File: src/rtl/decoder_pkg.sv
// -----------------------------------------------------------------------------
// decoder_pkg
// Shared definitions for the one-hot scan decoder slice.
//   mode_e   : 2-bit operating mode (OFF, DECODE, SCAN_UP, SCAN_DN)
//   onehot() : index -> one-hot vector. It is sized for the widest supported
//              select (MAX_SEL_W), so callers truncate the result to their own
//              OUT_W with a cast.
// -----------------------------------------------------------------------------
package decoder_pkg;

  typedef enum logic [1:0] {
    MODE_OFF     = 2'b00,
    MODE_DECODE  = 2'b01,
    MODE_SCAN_UP = 2'b10,
    MODE_SCAN_DN = 2'b11
  } mode_e;

  // Widest select the helper supports. SEL_W of any instance must not exceed it.
  localparam int MAX_SEL_W = 8;
  localparam int MAX_OUT_W = 2 ** MAX_SEL_W;

  function automatic logic [MAX_OUT_W-1:0] onehot(input logic [MAX_SEL_W-1:0] sel_val);
    logic [MAX_OUT_W-1:0] vec;
    vec          = '0;
    vec[sel_val] = 1'b1;
    return vec;
  endfunction

endpackage

File: src/rtl/onehot_scan_decoder_scan_prescaler.sv
// -----------------------------------------------------------------------------
// scan_prescaler
// Free-running divide-by-(div+1) counter that paces the scan.
//   clk   in  : system clock, rising edge
//   rst_n in  : asynchronous active-low reset, clears cnt
//   clr   in  : synchronous clear of cnt. Takes priority over hold.
//   hold  in  : freeze cnt (global enable low)
//   div   in  : terminal count. tick asserts while cnt == div.
//   tick  out : combinational, high while the count sits at div
// -----------------------------------------------------------------------------
module scan_prescaler #(
  parameter int DIV_W = 16
) (
  input  logic             clk,
  input  logic             rst_n,
  input  logic             clr,
  input  logic             hold,
  input  logic [DIV_W-1:0] div,
  output logic             tick
);

  logic [DIV_W-1:0] cnt_reg;
  logic [DIV_W-1:0] cnt_next;

  assign tick = (cnt_reg == div);

  always_comb begin
    cnt_next = cnt_reg;
    if (clr) begin
      cnt_next = '0;
    end else if (!hold) begin
      // If div is lowered below the current count, the count simply runs on
      // and wraps modulo 2^DIV_W before it matches again.
      cnt_next = tick ? '0 : cnt_reg + DIV_W'(1);
    end
  end

  always_ff @(posedge clk or negedge rst_n) begin
    if (!rst_n) begin
      cnt_reg <= '0;
    end else begin
      cnt_reg <= cnt_next;
    end
  end

endmodule

File: src/rtl/onehot_scan_decoder.sv
// -----------------------------------------------------------------------------
// onehot_scan_decoder
// Registered SEL_W -> 2^SEL_W one-hot select driver. It has two uses:
// direct decode of an external select, and an autonomous up/down scan over
// the range 0..last at a prescaled rate.
//   clk    in  : system clock, rising edge
//   rst_n  in  : asynchronous active-low reset
//   en     in  : global enable. 0 blanks dout and freezes idx/cnt/mode.
//   mode   in  : 00 OFF, 01 DECODE, 10 SCAN_UP, 11 SCAN_DN
//   sel    in  : decode select (DECODE) or load value (SCAN)
//   load   in  : in the SCAN modes, idx <= sel and the prescaler is cleared
//   div    in  : the scan steps every div+1 clocks
//   last   in  : highest scan index
//   dout   out : one-hot output. Every bit is inverted when ACTIVE_LOW_OUT=1.
//   idx    out : current index register
//   active out : dout is driving a one-hot value
//   wrap   out : one-cycle pulse after a scan wrap-around
// -----------------------------------------------------------------------------
module onehot_scan_decoder
  import decoder_pkg::*;
#(
  parameter int  SEL_W          = 3,
  parameter int  DIV_W          = 16,
  parameter bit  ACTIVE_LOW_OUT = 1'b0,
  localparam int OUT_W          = 2 ** SEL_W
) (
  input  logic             clk,
  input  logic             rst_n,
  input  logic             en,
  input  logic [1:0]       mode,
  input  logic [SEL_W-1:0] sel,
  input  logic             load,
  input  logic [DIV_W-1:0] div,
  input  logic [SEL_W-1:0] last,
  output logic [OUT_W-1:0] dout,
  output logic [SEL_W-1:0] idx,
  output logic             active,
  output logic             wrap
);

  mode_e            mode_in;
  mode_e            mode_reg;
  mode_e            mode_next;
  logic [SEL_W-1:0] idx_reg;
  logic [SEL_W-1:0] idx_next;
  logic             active_reg;
  logic             active_next;
  logic             wrap_reg;
  logic             wrap_next;
  logic             mode_change;
  logic             scan_mode;
  logic             tick;
  logic             pre_clr;
  logic [OUT_W-1:0] dec_vec;

  assign mode_in     = mode_e'(mode);
  assign mode_change = (mode_in != mode_reg);
  assign scan_mode   = (mode_in == MODE_SCAN_UP) || (mode_in == MODE_SCAN_DN);

  // The count only runs in a steady scan. Entering a mode, loading, or
  // sitting in OFF/DECODE all restart the step period from zero.
  assign pre_clr = en && (mode_change || !scan_mode || load);

  scan_prescaler #(
    .DIV_W (DIV_W)
  ) u_prescaler (
    .clk   (clk),
    .rst_n (rst_n),
    .clr   (pre_clr),
    .hold  (!en),
    .div   (div),
    .tick  (tick)
  );

  always_comb begin
    idx_next    = idx_reg;
    active_next = active_reg;
    mode_next   = mode_reg;
    wrap_next   = 1'b0;
    if (!en) begin
      active_next = 1'b0;
    end else begin
      // The incoming mode acts in the same cycle it is sampled. mode_reg is
      // only used to detect a change.
      mode_next = mode_in;
      case (mode_in)
        MODE_OFF: begin
          active_next = 1'b0;
        end
        MODE_DECODE: begin
          idx_next    = sel;
          active_next = 1'b1;
        end
        MODE_SCAN_UP: begin
          active_next = 1'b1;
          if (load) begin
            idx_next = sel;
          end else if (!mode_change && tick) begin
            // ">=" also pulls an out-of-range idx (above last) back to 0.
            if (idx_reg >= last) begin
              idx_next  = '0;
              wrap_next = 1'b1;
            end else begin
              idx_next = idx_reg + SEL_W'(1);
            end
          end
        end
        MODE_SCAN_DN: begin
          active_next = 1'b1;
          if (load) begin
            idx_next = sel;
          end else if (!mode_change && tick) begin
            if ((idx_reg == '0) || (idx_reg > last)) begin
              idx_next  = last;
              wrap_next = 1'b1;
            end else begin
              idx_next = idx_reg - SEL_W'(1);
            end
          end
        end
      endcase
    end
  end

  always_ff @(posedge clk or negedge rst_n) begin
    if (!rst_n) begin
      mode_reg   <= MODE_OFF;
      idx_reg    <= '0;
      active_reg <= 1'b0;
      wrap_reg   <= 1'b0;
    end else begin
      mode_reg   <= mode_next;
      idx_reg    <= idx_next;
      active_reg <= active_next;
      wrap_reg   <= wrap_next;
    end
  end

  // dout comes from registers only, so there is no input-to-output path.
  assign dec_vec = active_reg ? OUT_W'(onehot(MAX_SEL_W'(idx_reg))) : '0;

  for (genvar gi = 0; gi < OUT_W; gi++) begin : g_pol
    assign dout[gi] = dec_vec[gi] ^ ACTIVE_LOW_OUT;
  end

  assign idx    = idx_reg;
  assign active = active_reg;
  assign wrap   = wrap_reg;

endmodule

File: config.mk
export PLATFORM = sky130hd
export DESIGN_NAME = onehot_scan_decoder
export DESIGN_NICKNAME = d
export VERILOG_FILES = /design/src/rtl/decoder_pkg.sv /design/src/rtl/onehot_scan_decoder_scan_prescaler.sv /design/src/rtl/onehot_scan_decoder.sv
export SDC_FILE = /design/constraint.sdc
export NUM_CORES = 1
export LEC_CHECK = 0
export BUFFER_PORTS_ARGS = -buffer_cell sky130_fd_sc_hd__buf_2
export CAP_MARGIN = 20
export CORE_MARGIN = 2
export CORE_UTILIZATION = 28
export DETAILED_ROUTE_END_ITERATION = 8
export GPL_TIMING_DRIVEN = 0
export HOLD_SLACK_MARGIN = 0.02
export SLEW_MARGIN = 20
export SYNTH_ARGS = -nofsm -noshare
export SYNTH_HDL_FRONTEND = slang
export SYNTH_SLANG_ARGS = --single-unit
File: constraint.sdc
create_clock -name clk -period 2.8 [get_ports clk]
set_clock_uncertainty 0.2 [all_clocks]
set_input_delay 0.56 -clock clk [delete_from_list [all_inputs] [get_ports clk]]
set_output_delay 0.56 -clock clk [all_outputs]
set_load 0.02 [all_outputs]
==> results of run 1 <==
## how the worst max path moves through the flow
stage               slack (ns)    start  cells past startpoint  endpoint
global placement          0.28  last[1]                      7    idx[2]
finish                    0.40   idx[0]                      7    idx[2]
CTS                       0.40   idx[0]                      7    idx[2]
detailed placement        0.23  last[1]                      7    idx[2]
global route              0.25   idx[0]                      8    idx[2]
floorplan                 0.50  last[1]                      6    idx[2]
## cell usage in the layout, fill, tap and decap left out, types with 4 or more instances in the layout
cell      synthesis  layout
buf_2             1      41
clkbuf_8          1       4
dfrtp_1          23      23
ha_1              7       7
inv_1            11      11
mux2i_1           5       5
nand2_1          15      15
nand3_1           8       8
nand4_1           8       8
nor2_1           27      27
nor3_1            4       4
xnor2_1          22      22
xor2_1            8       8
## logic make-up (layout without fill, tap and decap cells)
kind of cell	after synthesis	in the layout	synth area share
multiplexers	8	8	0.0515
flip-flops	23	23	0.354
XOR/XNOR	30	30	0.161
AND/OR/NAND/NOR	77	77	0.232
buffers and inverters	17	61	0.0530
adder cells (fa/ha/maj)	7	7	0.0538
AO/OA/AOI/OAI	21	21	0.0945
## power groups by stage
stage               sequential (µW)  clock (µW)  combinational, µW
finish                          369         209                297
global route                    372         226                333
CTS                             369         216                299
detailed placement              376           0                297
global placement                376           0                295
floorplan                       386           0                193
## metal layers
metal | vias up | share of wire
li1 | 711 | -
met1 | 654 | 0.50
met2 | 16 | 0.48
met3 | 0 | 0.019
met4 | 0 | 0
met5 | - | 0
## per-stage QoR
step	instance area (µm²)	setup WS, ns
after floorplan	1630	0.495
after global placement	1920	0.278
after detailed placement	1920	0.229
after CTS	1960	0.402
after global routing	1960	0.255
final	1960	0.401
## area by class of cell
class	count	area, µm²	share of cell area
Buffer	6	45.0	0.0229
Inverter	11	41.3	0.0210
Sequential cell	23	576	0.293
Clock buffer	3	41.3	0.0210
Multi-Input combinational cell	143	966	0.492
Timing Repair Buffer	40	200	0.102
Tap cell	72	90.1	0.0459
Clock inverter	1	5.00	0.00255
==> PnR_summary.wiki, run 1 <==
{| class="wikitable"
! Metric !! Value
|-
| Initial DRC count || 55
|-
| Total congestion overflow after global routing || 0
|-
| Met3 global-route usage || 0.0146
|-
| Reg-to-Reg Start || idx[0]
|-
| DRC violations left || 0
|-
| Clock network latency to the later pin of the worst-skew pair || 0.27 ns
|-
| Quantity of hold-fixing buffers added after cts || 0
|-
| Cell Count, Final, Fillers Out || 299
|-
| Worst VDD drop || 166 µV
|-
| GRT met2 Usage || 0.186
|-
| CTS tree || done
|-
| Wirelength, routed || 3480 µm
|-
| Cell area after technology mapping || 0.00163 mm²
|-
| Crit share post-route || 0.857
|-
| Outcome || finished, final reports clean
|-
| Data arrival time of the critical path || 2.36 ns
|-
| Area added between synthesis and finish || 20.7%
|-
| Met1 Track Usage GR || 0.153
|-
| # nets final || 263
|-
| Register bit total from synthesis || 23
|-
| Worst R2R Path Depth || 7
|-
| Biggest fanout along the worst timing path || 6
|-
| Max Cap Viol || 0
|-
| Net load switching power || 305 µW
|-
| Initial antenna violation count || 0
|-
| Dpl hpwl || 2810 µm
|-
| First drt pass iteration count || 4
|-
| Proportion of layout cells with a drive suffix above 1 || 0.242
|-
| Reg clk slew, reported paths || 0.09 ns
|-
| Quantity of I/O buffers inserted on ports || 40
|-
| End of the worst register-to-register path || idx[2]
|-
| Category of the worst setup path launch point || register
|-
| Gates resized, CTS repair || 0
|-
| Top Family by Delay on Critical Path || compound AO/OA/AOI/OAI gates
|-
| Initial core utilization || 0.292
|-
| Maximum clock rate || 0.417 GHz
|-
| Height of the chip || 80.2 µm
|-
| Part of the total power dissipated in the clock network || 0.239
|-
| Class of the most critical hold timing path || in2async
|-
| Routed length per placed instance || 11.6 µm
|-
| Count of antenna diodes in the layout || 0
|-
| Total power divided by cell area || 445 mW/mm²
|-
| Sum of internal, switching and leakage power || 875 µW
|-
| Die area || 0.00644 mm²
|-
| Weighted congestion reported at the end of routability-driven placement || 0.842
|-
| Worst-path cell with the longest stage delay || dfrtp_1
|-
| Syn_nets || 218
|-
| Count of different cell masters after synthesis || 43
|-
| Cell Chain, Critical Path || inv_1 > ha_1 > inv_1 > a211oi_1 > o22ai_1 > a311o_1 > mux2_1
|-
| Req. time, crit path || 2.76 ns
|-
| Number of rows in the core area || 27
|-
| Primary flip-flop cell chosen by synthesis mapping || dfrtp_1
|-
| Most frequent cell after synthesis || nor2_1
|-
| Count of final setup violators || 0
|-
| Largest net degree at the start of global routing || 24
|-
| Post-Route Utilization || 0.352
|-
| CTS sink cnt || 23
|-
| Number of standard cells after synthesis || 183
|-
| Highest cell delay on the worst timing path || 0.44 ns
|-
| Min Clock Period, post-route || 2.40 ns
|-
| Count of synthesis-stage warnings from yosys || 0
|-
| Slew margin rel. || 0.662
|-
| Transition time at the pin with the least slew margin || 0.507 ns
|-
| Max-slew violations || 0
|-
| Via density per instance || 4.62
|-
| Async set-or-reset flop fraction in the synthesized netlist || 1.00
|-
| Total internal power || 570 µW
|-
| Count of buffering cells on the critical path with inverters included || 2
|-
| Kind of critical path || reg2reg
|-
| Post-Synthesis Mean Instance Area || 8.90 µm²
|-
| IO Pins || 41
|-
| Setup repair after global routing missed its margin || false
|-
| Remaining antenna violation count || 0
|-
| H-tree depth reported by CTS || 1
|-
| Buffers inserted by post-CTS timing repair || 0
|-
| Number of placed instances, taps included || 295
|-
| Vias in the first global route || 1297
|-
| Post-synth top area cell || dfrtp_1
|-
| Setup TNS || 0 ns
|-
| Fraction of power consumed by sequential logic || 0.422
|-
| Library cell appearing most often on the critical path || inv_1
|-
| Root Driver || clkbuf_8
|-
| Filler Cell Count || 580
|-
| Switch share || 0.349
|-
| Global router's overall resource usage || 0.112
|-
| Standby leakage power || 0.000867 µW
|-
| Clock buffers created by TritonCTS || 3
|-
| Fin Hold WS || 0.0494 ns
|-
| Wire length of the first global-routing pass || 5810 µm
|-
| Core area || 0.00557 mm²
|-
| Ranking of synthesized cells by instance count || 27 x nor2_1, 23 x dfrtp_1, 22 x xnor2_1
|-
| Sort of element at the end of the critical path || register
|-
| Power share of the combinational group || 0.339
|-
| Clock tree buffer depth || 2
|-
| Total count of hold-check failures in the final report || 0
|-
| Number of flip-flops under the largest register name || 16
|-
| Cells taking the most area after synthesis || dfrtp_1 35%, xnor2_1 12%, nor2_1 6.2%
|-
| Fraction of the yosys area taken by sequential cells || 0.354
|-
| Fraction of synthesized cell area taken by the top area cell type || 0.354
|-
| Most used routing layer in global routing || met2
|-
| Slack of the worst reg-to-reg path || 0.40 ns
|-
| Die X-Extent || 80.2 µm
|-
| Count of flip-flops with a built-in enable after synthesis || 0
|-
| Number of vias in the routed layout || 1381
|}
(Power assumes the default switching activity.)
==> inputs of run 2 (changes only) <==
--- a/config.mk
+++ b/config.mk
@@ -12,6 +12,7 @@
 export DETAILED_ROUTE_END_ITERATION = 8
 export GPL_TIMING_DRIVEN = 0
 export HOLD_SLACK_MARGIN = 0.02
+export RECOVER_POWER = 100
 export SLEW_MARGIN = 20
 export SYNTH_ARGS = -nofsm -noshare
 export SYNTH_HDL_FRONTEND = slang
==> constraint.sdc (replaced) <==
create_clock -name clk -period 2.2 [get_ports clk]
set_clock_uncertainty 0.2 [all_clocks]
set_input_delay 0.44 -clock clk [delete_from_list [all_inputs] [get_ports clk]]
set_output_delay 0.44 -clock clk [all_outputs]
set_load 0.02 [all_outputs]
==> PnR_summary.wiki, run 2 (synthesis gave the netlist of run 1 again) <==
{| class="wikitable"
! Metric !! Value
|-
| Outcome || finished, final reports clean
|-
| Die X-Extent || 80.2 µm (unchanged)
|-
| Number of flip-flops under the largest register name || 16 (unchanged)
|-
| Via density per instance || 4.56 (-1.3%)
|-
| Number of placed instances, taps included || 295 (unchanged)
|-
| Setup slack at placement || -0.181 ns (-0.410 ns)
|-
| Category of the worst setup path launch point || register
|-
| Worst R2R Path Depth || 8 (+1)
|-
| Global router's overall resource usage || 0.119 (+0.00635)
|-
| Clock network latency to the later pin of the worst-skew pair || 0.27 ns (about the same)
|-
| # nets final || 274 (+4.2%)
|-
| Highest-count cells in the layout ignoring fill and taps || 27 x nor2_1, 27 x buf_2, 19 x xnor2_1, 18 x dfrtp_1, 15 x nand2_1
|-
| Wirelength, routed || 3920 µm (+12%)
|-
| Class of the most critical hold timing path || in2reg
|-
| Kind of critical path || reg2reg
|-
| Setup TNS || 0 ns (unchanged)
|-
| Quantity of I/O buffers inserted on ports || 40 (unchanged)
|-
| CTS tree || done
|-
| Wire length of the first global-routing pass || 6110 µm (+5.2%)
|-
| Max Cap Viol || 0 (unchanged)
|-
| Worst VDD drop || 203 µV (+22%)
|-
| Dpl hpwl || 2810 µm (-0.25%)
|-
| Routed length per placed instance || 12.6 µm (+8.4%)
|-
| Transition time at the pin with the least slew margin || 0.514 ns (+0.00705 ns)
|-
| Total congestion overflow after global routing || 0 (unchanged)
|-
| Proportion of layout cells with a drive suffix above 1 || 0.286 (+0.0434)
|-
| Total count of hold-check failures in the final report || 0 (unchanged)
|-
| Remaining antenna violation count || 0 (unchanged)
|-
| Min-Delay Path Depth || 2
|-
| Min Clock Period, post-route || 2.13 ns (-0.268 ns)
|-
| Crit share post-route || 0.969 (+0.112)
|-
| Post-Route Utilization || 0.377 (+0.0247)
|-
| End of the worst register-to-register path || idx[0]
|-
| Launch instance of the worst min-delay path || mode[1]
|-
| Height of the chip || 80.2 µm (unchanged)
|-
| Count of final setup violators || 0 (unchanged)
|-
| Total power divided by cell area || 584 mW/mm² (+31%)
|-
| Number of rows in the core area || 27 (unchanged)
|-
| Fin Hold WS || 0.274 ns (+0.224 ns)
|-
| Data arrival time of the critical path || 2.11 ns (-0.25 ns)
|-
| Setup repair after global routing missed its margin || true
|-
| Largest net degree at the start of global routing || 24 (unchanged)
|-
| DRC violations left || 0 (unchanged)
|-
| Worst path setup slack after routing || 0.0686 ns (-0.332 ns)
|-
| Biggest fanout along the worst timing path || 4 (-2)
|-
| Cell Count, Final, Fillers Out || 310 (+3.7%)
|-
| Req. time, crit path || 2.18 ns (-0.58 ns)
|-
| Root Driver || clkbuf_8
|-
| Count of antenna diodes in the layout || 0 (unchanged)
|-
| Reg clk slew, reported paths || 0.08 ns (about the same)
|-
| Maximum clock rate || 0.469 GHz (+13%)
|-
| Weighted congestion reported at the end of routability-driven placement || 0.820 (-2.6%)
|-
| Clock buffers created by TritonCTS || 3 (unchanged)
|-
| Initial core utilization || 0.292 (unchanged)
|-
| CTS sink cnt || 23 (unchanged)
|-
| Area added between synthesis and finish || 29.1%
|-
| Number of vias in the routed layout || 1413 (+2.3%)
|-
| IO Pins || 41 (unchanged)
|-
| Initial DRC count || 39 (-29%)
|-
| H-tree depth reported by CTS || 1 (unchanged)
|-
| Slew margin rel. || 0.657 (-0.00470)
|-
| First drt pass iteration count || 4 (unchanged)
|-
| Standby leakage power || 0.000908 µW (+4.7%)
|-
| Slack of the worst reg-to-reg path || 0.07 ns (-0.33 ns)
|-
| Clock tree buffer depth || 2 (unchanged)
|-
| Vias in the first global route || 1349 (+4.0%)
|-
| End point of the most critical hold path || mode_reg[1]
|-
| Core area || 0.00557 mm² (unchanged)
|-
| Reg-to-Reg Start || idx[0]
|-
| Max-slew violations || 0 (unchanged)
|-
| Sort of element at the end of the critical path || register
|-
| Die area || 0.00644 mm² (unchanged)
|-
| Initial antenna violation count || 0 (unchanged)
|}
-- run 2: cell count changes in the layout (fill, tap and decap cells not counted), sizes merged --
| cell | delta |
|---|---|
| buf | -3 |
| clkinv | -1 |
| clkbuf | +14 |
| dlygate4sd3 | +1 |
-- run 2: cell type report --
type,count,area [µm²]
clock buffer,4,45.0
buffer,6,37.5
inverter,11,43.8
tap,72,90.1
multi-input combinational,143,1030
fill,605,3470
timing repair buffer,51,275
sequential,23,582
-- run 2: critical path, cell delays in order, from the launching register on --
cell      delay (ns)
dfrtp_2         0.43
inv_4           0.07
ha_1            0.23
nand2b_1        0.15
a21o_1          0.17
a211o_1         0.31
o32ai_2         0.27
nor2_1          0.07
mux2i_1         0.15
-- run 2: worst max-delay path by stage --
stage / endpoint / slack, ns / cells past startpoint / start
floorplan: idx[2] / 0.004 / 5 / idx[1]
global placement: idx[2] / -0.19 / 7 / last[1]
detailed placement: idx[2] / -0.18 / 7 / last[1]
CTS: idx[2] / 0.02 / 5 / idx[1]
global route: idx[2] / -0.03 / 6 / u_prescaler.cnt_reg[11]
finish: idx[0] / 0.07 / 8 / idx[0]
-- run 2: through the flow --
stage	total power, µW	area [µm²]
2_1_floorplan	740	1630
3_3_place_gp	856	1920
5_1_grt	1300	2100
6_report	1230	2100
4_1_cts	1150	2020
3_5_place_dp	857	1920
-- run 2: power by group --
| part | leakage (µW) | internal [µW] | switching, µW |
|---|---|---|---|
| clock | 0.0000228 | 129 | 136 |
| combinational | 0.000584 | 229 | 261 |
| sequential | 0.000302 | 445 | 27.7 |
| total | 0.000908 | 803 | 425 |
-- run 2: what timing repair did --
| item | CTS | global route |
|---|---|---|
| hold endpoints to repair | 23 | 0 |
| hold buffers | 1 | 0 |
| buffers inserted | 3 | 7 |
| resized for setup | 5 | 11 |
| pin swaps | 3 | 9 |
| setup endpoints to repair | 3 | 14 |
-- run 2: metal layers --
layer,part of all wire,vias to the layer above,GRT usage
met5,0,-,0
met4,0.0072,0,0.0322
met3,0.031,2,0.0180
met2,0.50,18,0.197
met1,0.47,657,0.160
li1,-,736,-
